===== src/rtl/clock_pkg.sv =====
// Shared types and constants for the BCD time-of-day counter.
//   mode_t       - set-mode FSM state, encoding is visible on the mode output
//   bcd_digit_t  - one BCD digit
//   DOTS_HHMMSS  - decimal-point pattern marking the hh.mm.ss separators
//   mode_succ()  - the state that btn_mode advances to
package clock_pkg;

  typedef enum logic [2:0] {
    MODE_RUN         = 3'd0,
    MODE_SET_HOUR    = 3'd1,
    MODE_SET_MIN     = 3'd2,
    MODE_SET_AL_HOUR = 3'd3,
    MODE_SET_AL_MIN  = 3'd4
  } mode_t;

  typedef logic [3:0] bcd_digit_t;

  localparam logic [7:0] DOTS_HHMMSS = 8'h14;

  // Successor of each legal state under btn_mode; anything else lands in RUN.
  function automatic mode_t mode_succ(input mode_t m);
    mode_t r;
    case (m)
      MODE_RUN:         r = MODE_SET_HOUR;
      MODE_SET_HOUR:    r = MODE_SET_MIN;
      MODE_SET_MIN:     r = MODE_SET_AL_HOUR;
      MODE_SET_AL_HOUR: r = MODE_SET_AL_MIN;
      default:          r = MODE_RUN;
    endcase
    return r;
  endfunction

endpackage


===== src/rtl/bcd_digit_pair.sv =====
// Two-digit BCD counter that wraps from {MAX_T,MAX_U} back to 00.
// Ports:
//   clk, reset     - system clock, synchronous active-high reset (loads RESET_VAL)
//   i_inc          - advance by one this cycle
//   i_clr          - force 00 this cycle (wins over i_inc)
//   o_tens/o_units - current digits
//   o_next_tens/o_next_units - value the pair will hold after this edge
//   o_carry        - high in the cycle an increment wraps the pair to 00
module bcd_digit_pair
  import clock_pkg::*;
#(
  parameter logic [3:0] MAX_T     = 4'd5,
  parameter logic [3:0] MAX_U     = 4'd9,
  parameter logic [7:0] RESET_VAL = 8'h00
) (
  input  logic       clk,
  input  logic       reset,
  input  logic       i_inc,
  input  logic       i_clr,
  output bcd_digit_t o_tens,
  output bcd_digit_t o_units,
  output bcd_digit_t o_next_tens,
  output bcd_digit_t o_next_units,
  output logic       o_carry
);

  bcd_digit_t r_tens;
  bcd_digit_t r_units;
  bcd_digit_t w_tens_next;
  bcd_digit_t w_units_next;
  logic       w_at_max;

  assign w_at_max = (r_tens == MAX_T) && (r_units == MAX_U);

  always_comb begin
    w_tens_next  = r_tens;
    w_units_next = r_units;
    if (i_clr) begin
      w_tens_next  = 4'd0;
      w_units_next = 4'd0;
    end else if (i_inc) begin
      if (w_at_max) begin
        w_tens_next  = 4'd0;
        w_units_next = 4'd0;
      end else if (r_units == 4'd9) begin
        // Units roll over inside the range (e.g. 09 -> 10, 19 -> 20).
        w_tens_next  = r_tens + 4'd1;
        w_units_next = 4'd0;
      end else begin
        w_units_next = r_units + 4'd1;
      end
    end
  end

  always_ff @(posedge clk) begin
    if (reset) begin
      r_tens  <= RESET_VAL[7:4];
      r_units <= RESET_VAL[3:0];
    end else begin
      r_tens  <= w_tens_next;
      r_units <= w_units_next;
    end
  end

  assign o_tens       = r_tens;
  assign o_units      = r_units;
  assign o_next_tens  = w_tens_next;
  assign o_next_units = w_units_next;
  assign o_carry      = i_inc & ~i_clr & w_at_max;

endmodule


===== src/rtl/bcd_time_counter.sv =====
// 24-hour hh:mm:ss counter kept in BCD, with a button-driven set mode and an
// LED alarm that stays lit for ALARM_SECS ticks after the time reaches
// alarm_h:alarm_m:00.
// Ports:
//   clk, reset - system clock, synchronous active-high reset
//   tick       - one-cycle pulse per second, advances time
//   btn_mode   - one-cycle pulse, RUN -> SET_HOUR -> SET_MIN -> SET_AL_HOUR -> SET_AL_MIN -> RUN
//   btn_up     - one-cycle pulse, increments the selected field or dismisses the alarm in RUN
//   bcd        - {BLANK,BLANK,hh,mm,ss} or {BLANK,BLANK,alarm hh,alarm mm,BLANK,BLANK}
//   dots       - fixed separator pattern
//   mode       - current FSM state
//   alarm_led  - alarm indicator
module bcd_time_counter
  import clock_pkg::*;
#(
  parameter int unsigned ALARM_SECS    = 30,
  parameter logic [7:0]  ALARM_RESET_H = 8'h06,
  parameter logic [7:0]  ALARM_RESET_M = 8'h00,
  parameter logic [3:0]  BLANK_NIBBLE  = 4'hF
) (
  input  logic        clk,
  input  logic        reset,
  input  logic        tick,
  input  logic        btn_mode,
  input  logic        btn_up,
  output logic [31:0] bcd,
  output logic [7:0]  dots,
  output logic [2:0]  mode,
  output logic        alarm_led
);

  localparam logic [7:0] ALARM_LOAD = 8'(ALARM_SECS);

  mode_t      r_mode;
  mode_t      w_mode_next;
  logic       r_alarm_led;
  logic [7:0] r_alarm_cnt;

  logic       w_up;
  logic       w_time_run;
  logic       w_sec_inc, w_sec_clr, w_min_inc, w_hour_inc, w_al_h_inc, w_al_m_inc;
  logic       w_sec_carry, w_min_carry;
  logic       w_match;

  bcd_digit_t w_s_t, w_s_u, w_m_t, w_m_u, w_h_t, w_h_u;
  bcd_digit_t w_m_next_t, w_m_next_u, w_h_next_t, w_h_next_u;
  bcd_digit_t w_al_h_t, w_al_h_u, w_al_m_t, w_al_m_u;

  logic       w_unused_hour_carry;
  bcd_digit_t w_unused_s_next_t, w_unused_s_next_u;
  bcd_digit_t w_unused_al_h_next_t, w_unused_al_h_next_u;
  bcd_digit_t w_unused_al_m_next_t, w_unused_al_m_next_u;
  logic       w_unused_al_h_carry, w_unused_al_m_carry;

  // btn_mode takes the cycle; a simultaneous btn_up is dropped.
  assign w_up       = btn_up & ~btn_mode;
  assign w_time_run = (r_mode != MODE_SET_HOUR) && (r_mode != MODE_SET_MIN);

  assign w_sec_inc  = tick & w_time_run;
  assign w_sec_clr  = btn_mode & (r_mode == MODE_RUN);
  assign w_min_inc  = w_sec_carry | (w_up & (r_mode == MODE_SET_MIN));
  // Minute carry only reaches the hours when it came from the seconds chain,
  // so a minute edit wrapping 59 -> 00 leaves the hour alone.
  assign w_hour_inc = (w_sec_carry & w_min_carry) | (w_up & (r_mode == MODE_SET_HOUR));
  assign w_al_h_inc = w_up & (r_mode == MODE_SET_AL_HOUR);
  assign w_al_m_inc = w_up & (r_mode == MODE_SET_AL_MIN);

  bcd_digit_pair #(.MAX_T(4'd5), .MAX_U(4'd9), .RESET_VAL(8'h00)) u_sec (
    .clk(clk), .reset(reset), .i_inc(w_sec_inc), .i_clr(w_sec_clr),
    .o_tens(w_s_t), .o_units(w_s_u),
    .o_next_tens(w_unused_s_next_t), .o_next_units(w_unused_s_next_u),
    .o_carry(w_sec_carry)
  );

  bcd_digit_pair #(.MAX_T(4'd5), .MAX_U(4'd9), .RESET_VAL(8'h00)) u_min (
    .clk(clk), .reset(reset), .i_inc(w_min_inc), .i_clr(1'b0),
    .o_tens(w_m_t), .o_units(w_m_u),
    .o_next_tens(w_m_next_t), .o_next_units(w_m_next_u),
    .o_carry(w_min_carry)
  );

  bcd_digit_pair #(.MAX_T(4'd2), .MAX_U(4'd3), .RESET_VAL(8'h00)) u_hour (
    .clk(clk), .reset(reset), .i_inc(w_hour_inc), .i_clr(1'b0),
    .o_tens(w_h_t), .o_units(w_h_u),
    .o_next_tens(w_h_next_t), .o_next_units(w_h_next_u),
    .o_carry(w_unused_hour_carry)
  );

  bcd_digit_pair #(.MAX_T(4'd2), .MAX_U(4'd3), .RESET_VAL(ALARM_RESET_H)) u_al_hour (
    .clk(clk), .reset(reset), .i_inc(w_al_h_inc), .i_clr(1'b0),
    .o_tens(w_al_h_t), .o_units(w_al_h_u),
    .o_next_tens(w_unused_al_h_next_t), .o_next_units(w_unused_al_h_next_u),
    .o_carry(w_unused_al_h_carry)
  );

  bcd_digit_pair #(.MAX_T(4'd5), .MAX_U(4'd9), .RESET_VAL(ALARM_RESET_M)) u_al_min (
    .clk(clk), .reset(reset), .i_inc(w_al_m_inc), .i_clr(1'b0),
    .o_tens(w_al_m_t), .o_units(w_al_m_u),
    .o_next_tens(w_unused_al_m_next_t), .o_next_units(w_unused_al_m_next_u),
    .o_carry(w_unused_al_m_carry)
  );

  // A seconds wrap means the new time is hh:mm:00; compare the post-tick
  // hours/minutes with the alarm. Alarm edits alone can never fire this.
  assign w_match = w_sec_carry &&
                   ({w_h_next_t, w_h_next_u} == {w_al_h_t, w_al_h_u}) &&
                   ({w_m_next_t, w_m_next_u} == {w_al_m_t, w_al_m_u});

  // Mode FSM: state register.
  always_ff @(posedge clk) begin
    if (reset) begin
      r_mode <= MODE_RUN;
    end else begin
      r_mode <= w_mode_next;
    end
  end

  // Mode FSM: next state. Unused codes fall back to RUN without a button.
  always_comb begin
    w_mode_next = r_mode;
    case (r_mode)
      MODE_RUN, MODE_SET_HOUR, MODE_SET_MIN, MODE_SET_AL_HOUR, MODE_SET_AL_MIN: begin
        if (btn_mode) begin
          w_mode_next = mode_succ(r_mode);
        end
      end
      default: w_mode_next = MODE_RUN;
    endcase
  end

  // Alarm: a match (re)loads the duration; the LED is lit exactly while the
  // counter is non-zero, so it drops on the tick that brings it to zero.
  always_ff @(posedge clk) begin
    if (reset) begin
      r_alarm_led <= 1'b0;
      r_alarm_cnt <= 8'd0;
    end else if (w_match) begin
      r_alarm_led <= 1'b1;
      r_alarm_cnt <= ALARM_LOAD;
    end else if ((r_mode == MODE_RUN) && w_up && r_alarm_led) begin
      r_alarm_led <= 1'b0;
      r_alarm_cnt <= 8'd0;
    end else if (tick && (r_alarm_cnt != 8'd0)) begin
      r_alarm_cnt <= r_alarm_cnt - 8'd1;
      if (r_alarm_cnt == 8'd1) begin
        r_alarm_led <= 1'b0;
      end
    end
  end

  always_comb begin
    bcd = {BLANK_NIBBLE, BLANK_NIBBLE, w_h_t, w_h_u, w_m_t, w_m_u, w_s_t, w_s_u};
    if ((r_mode == MODE_SET_AL_HOUR) || (r_mode == MODE_SET_AL_MIN)) begin
      bcd = {BLANK_NIBBLE, BLANK_NIBBLE, w_al_h_t, w_al_h_u, w_al_m_t, w_al_m_u,
             BLANK_NIBBLE, BLANK_NIBBLE};
    end
  end

  assign dots      = DOTS_HHMMSS;
  assign mode      = r_mode;
  assign alarm_led = r_alarm_led;

endmodule


===== config.mk =====
export PLATFORM = sky130hd
export DESIGN_NAME = bcd_time_counter
export DESIGN_NICKNAME = d
export VERILOG_FILES = /design/src/rtl/clock_pkg.sv /design/src/rtl/bcd_digit_pair.sv /design/src/rtl/bcd_time_counter.sv
export SDC_FILE = /design/constraint.sdc
export NUM_CORES = 1
export LEC_CHECK = 0
export ABC_AREA = 0
export CORE_UTILIZATION = 56
export CTS_CLUSTER_DIAMETER = 80
export DETAILED_ROUTE_END_ITERATION = 8
export GPL_TIMING_DRIVEN = 0
export MAX_ROUTING_LAYER = met4
export PLACE_DENSITY_LB_ADDON = 0.08
export SYNTH_ARGS = -nofsm -noshare
export SYNTH_HDL_FRONTEND = slang
export SYNTH_SLANG_ARGS = --single-unit

===== constraint.sdc =====
create_clock -name clk -period 4 [get_ports clk]
set_input_delay 1.2 -clock clk [delete_from_list [all_inputs] [get_ports clk]]
set_output_delay 1.2 -clock clk [all_outputs]
set_load 0.05 [all_outputs]

==> results.sh <==
export IMPL_gp_congestion=0.875
export IMPL_rsz0062_at_grt="no"
export IMPL_slowest_stage="clkdlybuf4s50_1"
export IMPL_ys_seq_elements=52
export IMPL_max_slew_worst_pin_slew_ns=0.681
export IMPL_synth_avg_cell_area_um2=7.99
export IMPL_syn_area_mm2=0.00370
export IMPL_root_buffer="clkbuf_8"
export IMPL_period_needed_ns=3.89
export IMPL_clkTransAtPathRegs_ns=0.09
export IMPL_syn_inst=463
export IMPL_ys_seq_area_share_pct=28.1
export IMPL_overflow=0
export IMPL_relSlewSlack_pct=54.5
export IMPL_dp_hpwl_um=6470
export IMPL_drive_above_1_share_pct=13.2
export IMPL_path_cells="buf_2, nor2b_1, mux2i_1, clkbuf_2, nand2b_1, clkdlybuf4s50_1"
export IMPL_synthFlopType="dfxtp_1"
export IMPL_required_ns=2.80
export IMPL_post_route_period_util_pct=97.4
export IMPL_wirelength_um=8800
export IMPL_drt_initial_drc_count=201
export IMPL_finalHoldViolCount=0
export IMPL_core_area_mm2=0.00635
export IMPL_ir_worst_vdd_uv=208
export IMPL_switching_share_pct=33.5
export IMPL_dieWidth_um=83.3
export IMPL_start_util_pct=58.3
export IMPL_htree_num_levels=2
export IMPL_die_h_um=83.3
export IMPL_ctsHoldBuffers=0
export IMPL_area_growth_pct=15.0
export IMPL_power_total_w=0.00120
export IMPL_critPathKind="flip-flop to output port"
export IMPL_arrival_ns=2.69
export IMPL_clkPwrFrac_pct=24.3
export IMPL_clk_path_buf_depth=2
export IMPL_final_cell_mix="dfxtp_1 (52), nor2_1 (45), nand2_1 (33)"
export IMPL_status="finished clean"
export IMPL_vias=3378
export IMPL_die_area_mm2=0.00694
export IMPL_clk_latency_ns=0.31
export IMPL_cts_made_buffers=5
export IMPL_grt_pass1_vias=3218
export IMPL_p_per_area_mw_per_mm2=282
export IMPL_ys_async_sr_fraction_pct=0
export IMPL_worstSetupStartpointType="flip-flop"
export IMPL_ant_nets=0
export IMPL_layout_nets=540
export IMPL_numClockSinks=52
export IMPL_setup_viol=0
export IMPL_grt_start_max_net_pins=15
export IMPL_fin_hold_ws_ns=0.515
export IMPL_worstHoldPathType="flip-flop to flip-flop"
export IMPL_cts_setup_buffers=0
export IMPL_drv_slew=0
export IMPL_ys_warn_count=0
export IMPL_cap_violations=0
export IMPL_path_max_fanout=10
export IMPL_drt_first_pass_iters=4
export IMPL_critPathMaxStageDelay_ns=0.80
export IMPL_p_int_w=0.000799
export IMPL_ys_types=62
export IMPL_drc_errors=0
export IMPL_diodes=0
export IMPL_port_buffers=31
export IMPL_avgRoutedWirePerCell_um=14.9
export IMPL_grt_pass1_wl_um=15100
export IMPL_end_kind="output port"
export IMPL_core_rowCount=29
export IMPL_finalClockSkew_ns=0.00813
export IMPL_seqPwrFrac_pct=47.4
export IMPL_antenna_found_initial=0
export IMPL_viasPerCell=5.72
export IMPL_ios=49
export IMPL_max_freq_mhz=257
export IMPL_final_common_cell="dfxtp_1"
export IMPL_p_leak_nw=1.92
export IMPL_netSwitchingPower_w=0.000403
export IMPL_synth_edf_count=0
export IMPL_cts_tree="built"
export IMPL_grt_use_total_pct=27.4
export IMPL_combPwrFrac_pct=28.2
[worst max-delay path: cells and delay by family (launching register included)]
| kind | cells | cell delay, ns |
|---|---|---|
| buffers and inverters | 3 | 1.33 |
| and+or+nand+nor | 2 | 0.50 |
| DFF | 1 | 0.40 |
| muxes | 1 | 0.15 |
[synth_stat cells (3+ instances only)]
library cell  count  area (µm²)
nand3_1          12        60.1
or2_2             3        18.8
o211ai_1          6        45.0
ha_1             21         263
clkbuf_1         12        45.0
dfxtp_1          52        1040
o21a_1            5        37.5
o21ai_0          22         110
buf_2             7        35.0
o31ai_1           3        22.5
nand2b_1         10        62.6
o21ai_1           4        20.0
and3b_1           4        35.0
nand4_1           8        50.1
nor3b_1           4        30.0
nor2b_1          10        62.6
a31oi_1           4        25.0
and3_1            8        50.1
nand2_1          33         124
inv_1            17        63.8
buf_1             3        11.3
nor4_1            5        31.3
a21oi_1          25         125
xnor2_1          21         184
nor3_1           22         110
nor2_1           45         169
mux2_2           11         124
xor2_1           14         123
nand3b_1          3        22.5
a211oi_1          4        30.0
buf_4            17         128
or3_1             5        31.3
[logic make-up (layout without fill, tap and decap cells)]
| family | after synthesis | in the layout | synth area share (%) |
|---|---|---|---|
| XOR/XNOR | 35 | 35 | 8.28 |
| AO/OA/AOI/OAI | 94 | 94 | 16.8 |
| multiplexers | 13 | 13 | 3.89 |
| adder cells (fa/ha/maj) | 21 | 21 | 7.10 |
| buffers and inverters | 57 | 94 | 7.94 |
| AND/OR/NAND/NOR | 189 | 189 | 27.7 |
| other | 2 | 16 | 0.203 |
| flip-flops | 52 | 52 | 28.1 |
[metal layers]
| metal | track usage [%] | share of wire (%) |
|---|---|---|
| met1 | 34.2 | 45 |
| met2 | 45.3 | 47 |
| met3 | 3.28 | 5.7 |
| met4 | 10.3 | 2.4 |
| met5 | - | 0 |
[sequential cells by signal, indices dropped and copies added, names as in the netlist]
| register | flops |
|---|---|
| u_hour.o_tens | 4 |
| u_al_hour.o_units | 4 |
| alarm_led | 1 |
| u_min.o_units | 4 |
| mode | 3 |
| u_al_hour.o_tens | 4 |
| u_min.o_tens | 4 |
| u_al_min.o_tens | 4 |
| u_sec.o_units | 4 |
| u_hour.o_units | 4 |
| u_al_min.o_units | 4 |
| u_sec.o_tens | 4 |
| r_alarm_cnt | 8 |
[power by group through the flow]
stage | registers (W) | logic [W] | clock network [W]
2_1_floorplan | 0.000584 | 0.000269 | 0
3_3_place_gp | 0.000581 | 0.000330 | 0
3_5_place_dp | 0.000582 | 0.000340 | 0
4_1_cts | 0.000570 | 0.000340 | 0.000294
5_1_grt | 0.000573 | 0.000373 | 0.000315
6_report | 0.000570 | 0.000339 | 0.000293
[metrics by stage]
stage                     setup slack (ns)  cell area [µm²]  utilization, %  cells  setup TNS (ns)
after global placement              -0.297             4160            65.5    585           -2.73
after global routing               0.00365             4260            67.0    591               0
after CTS                          0.00211             4240            66.8    592               0
final                                0.105             4260            67.0    591               0
after floorplan                    -0.0547             3750               -    477          -0.274
after detailed placement            -0.344             4160            65.5    585           -3.51
[final cells by class]
class | count | area [µm²]
multi-input cells | 368 | 2420
fillers | 579 | 2090
flip-flops and latches | 52 | 1040
repair buffers | 31 | 324
plain buffers | 39 | 230
well taps | 77 | 96.3
clock buffers | 6 | 72.6
inverters | 17 | 63.8
clock inverters | 1 | 5.00
[repair_timing]
item,in CTS,in global routing
endpoints found under the hold margin,0,0
endpoints found under the setup margin,23,23
resized for setup,13,28
[path summary, 6_finish.rpt]
check,depth (start not counted),slack (ns),end,start
setup / recovery,6,0.11,bcd[7],mode[2]$_SDFFE_PP0P_
hold / removal,2,0.51,alarm_led$_SDFFE_PP0P_,alarm_led$_SDFFE_PP0P_
setup reg to reg,11,0.70,r_alarm_cnt[0]$_SDFFE_PP0P_,u_min.o_tens[0]$_SDFF_PP0_
hold reg to reg,2,0.51,alarm_led$_SDFFE_PP0P_,alarm_led$_SDFFE_PP0P_
Power figures use the tool's default switching activity.
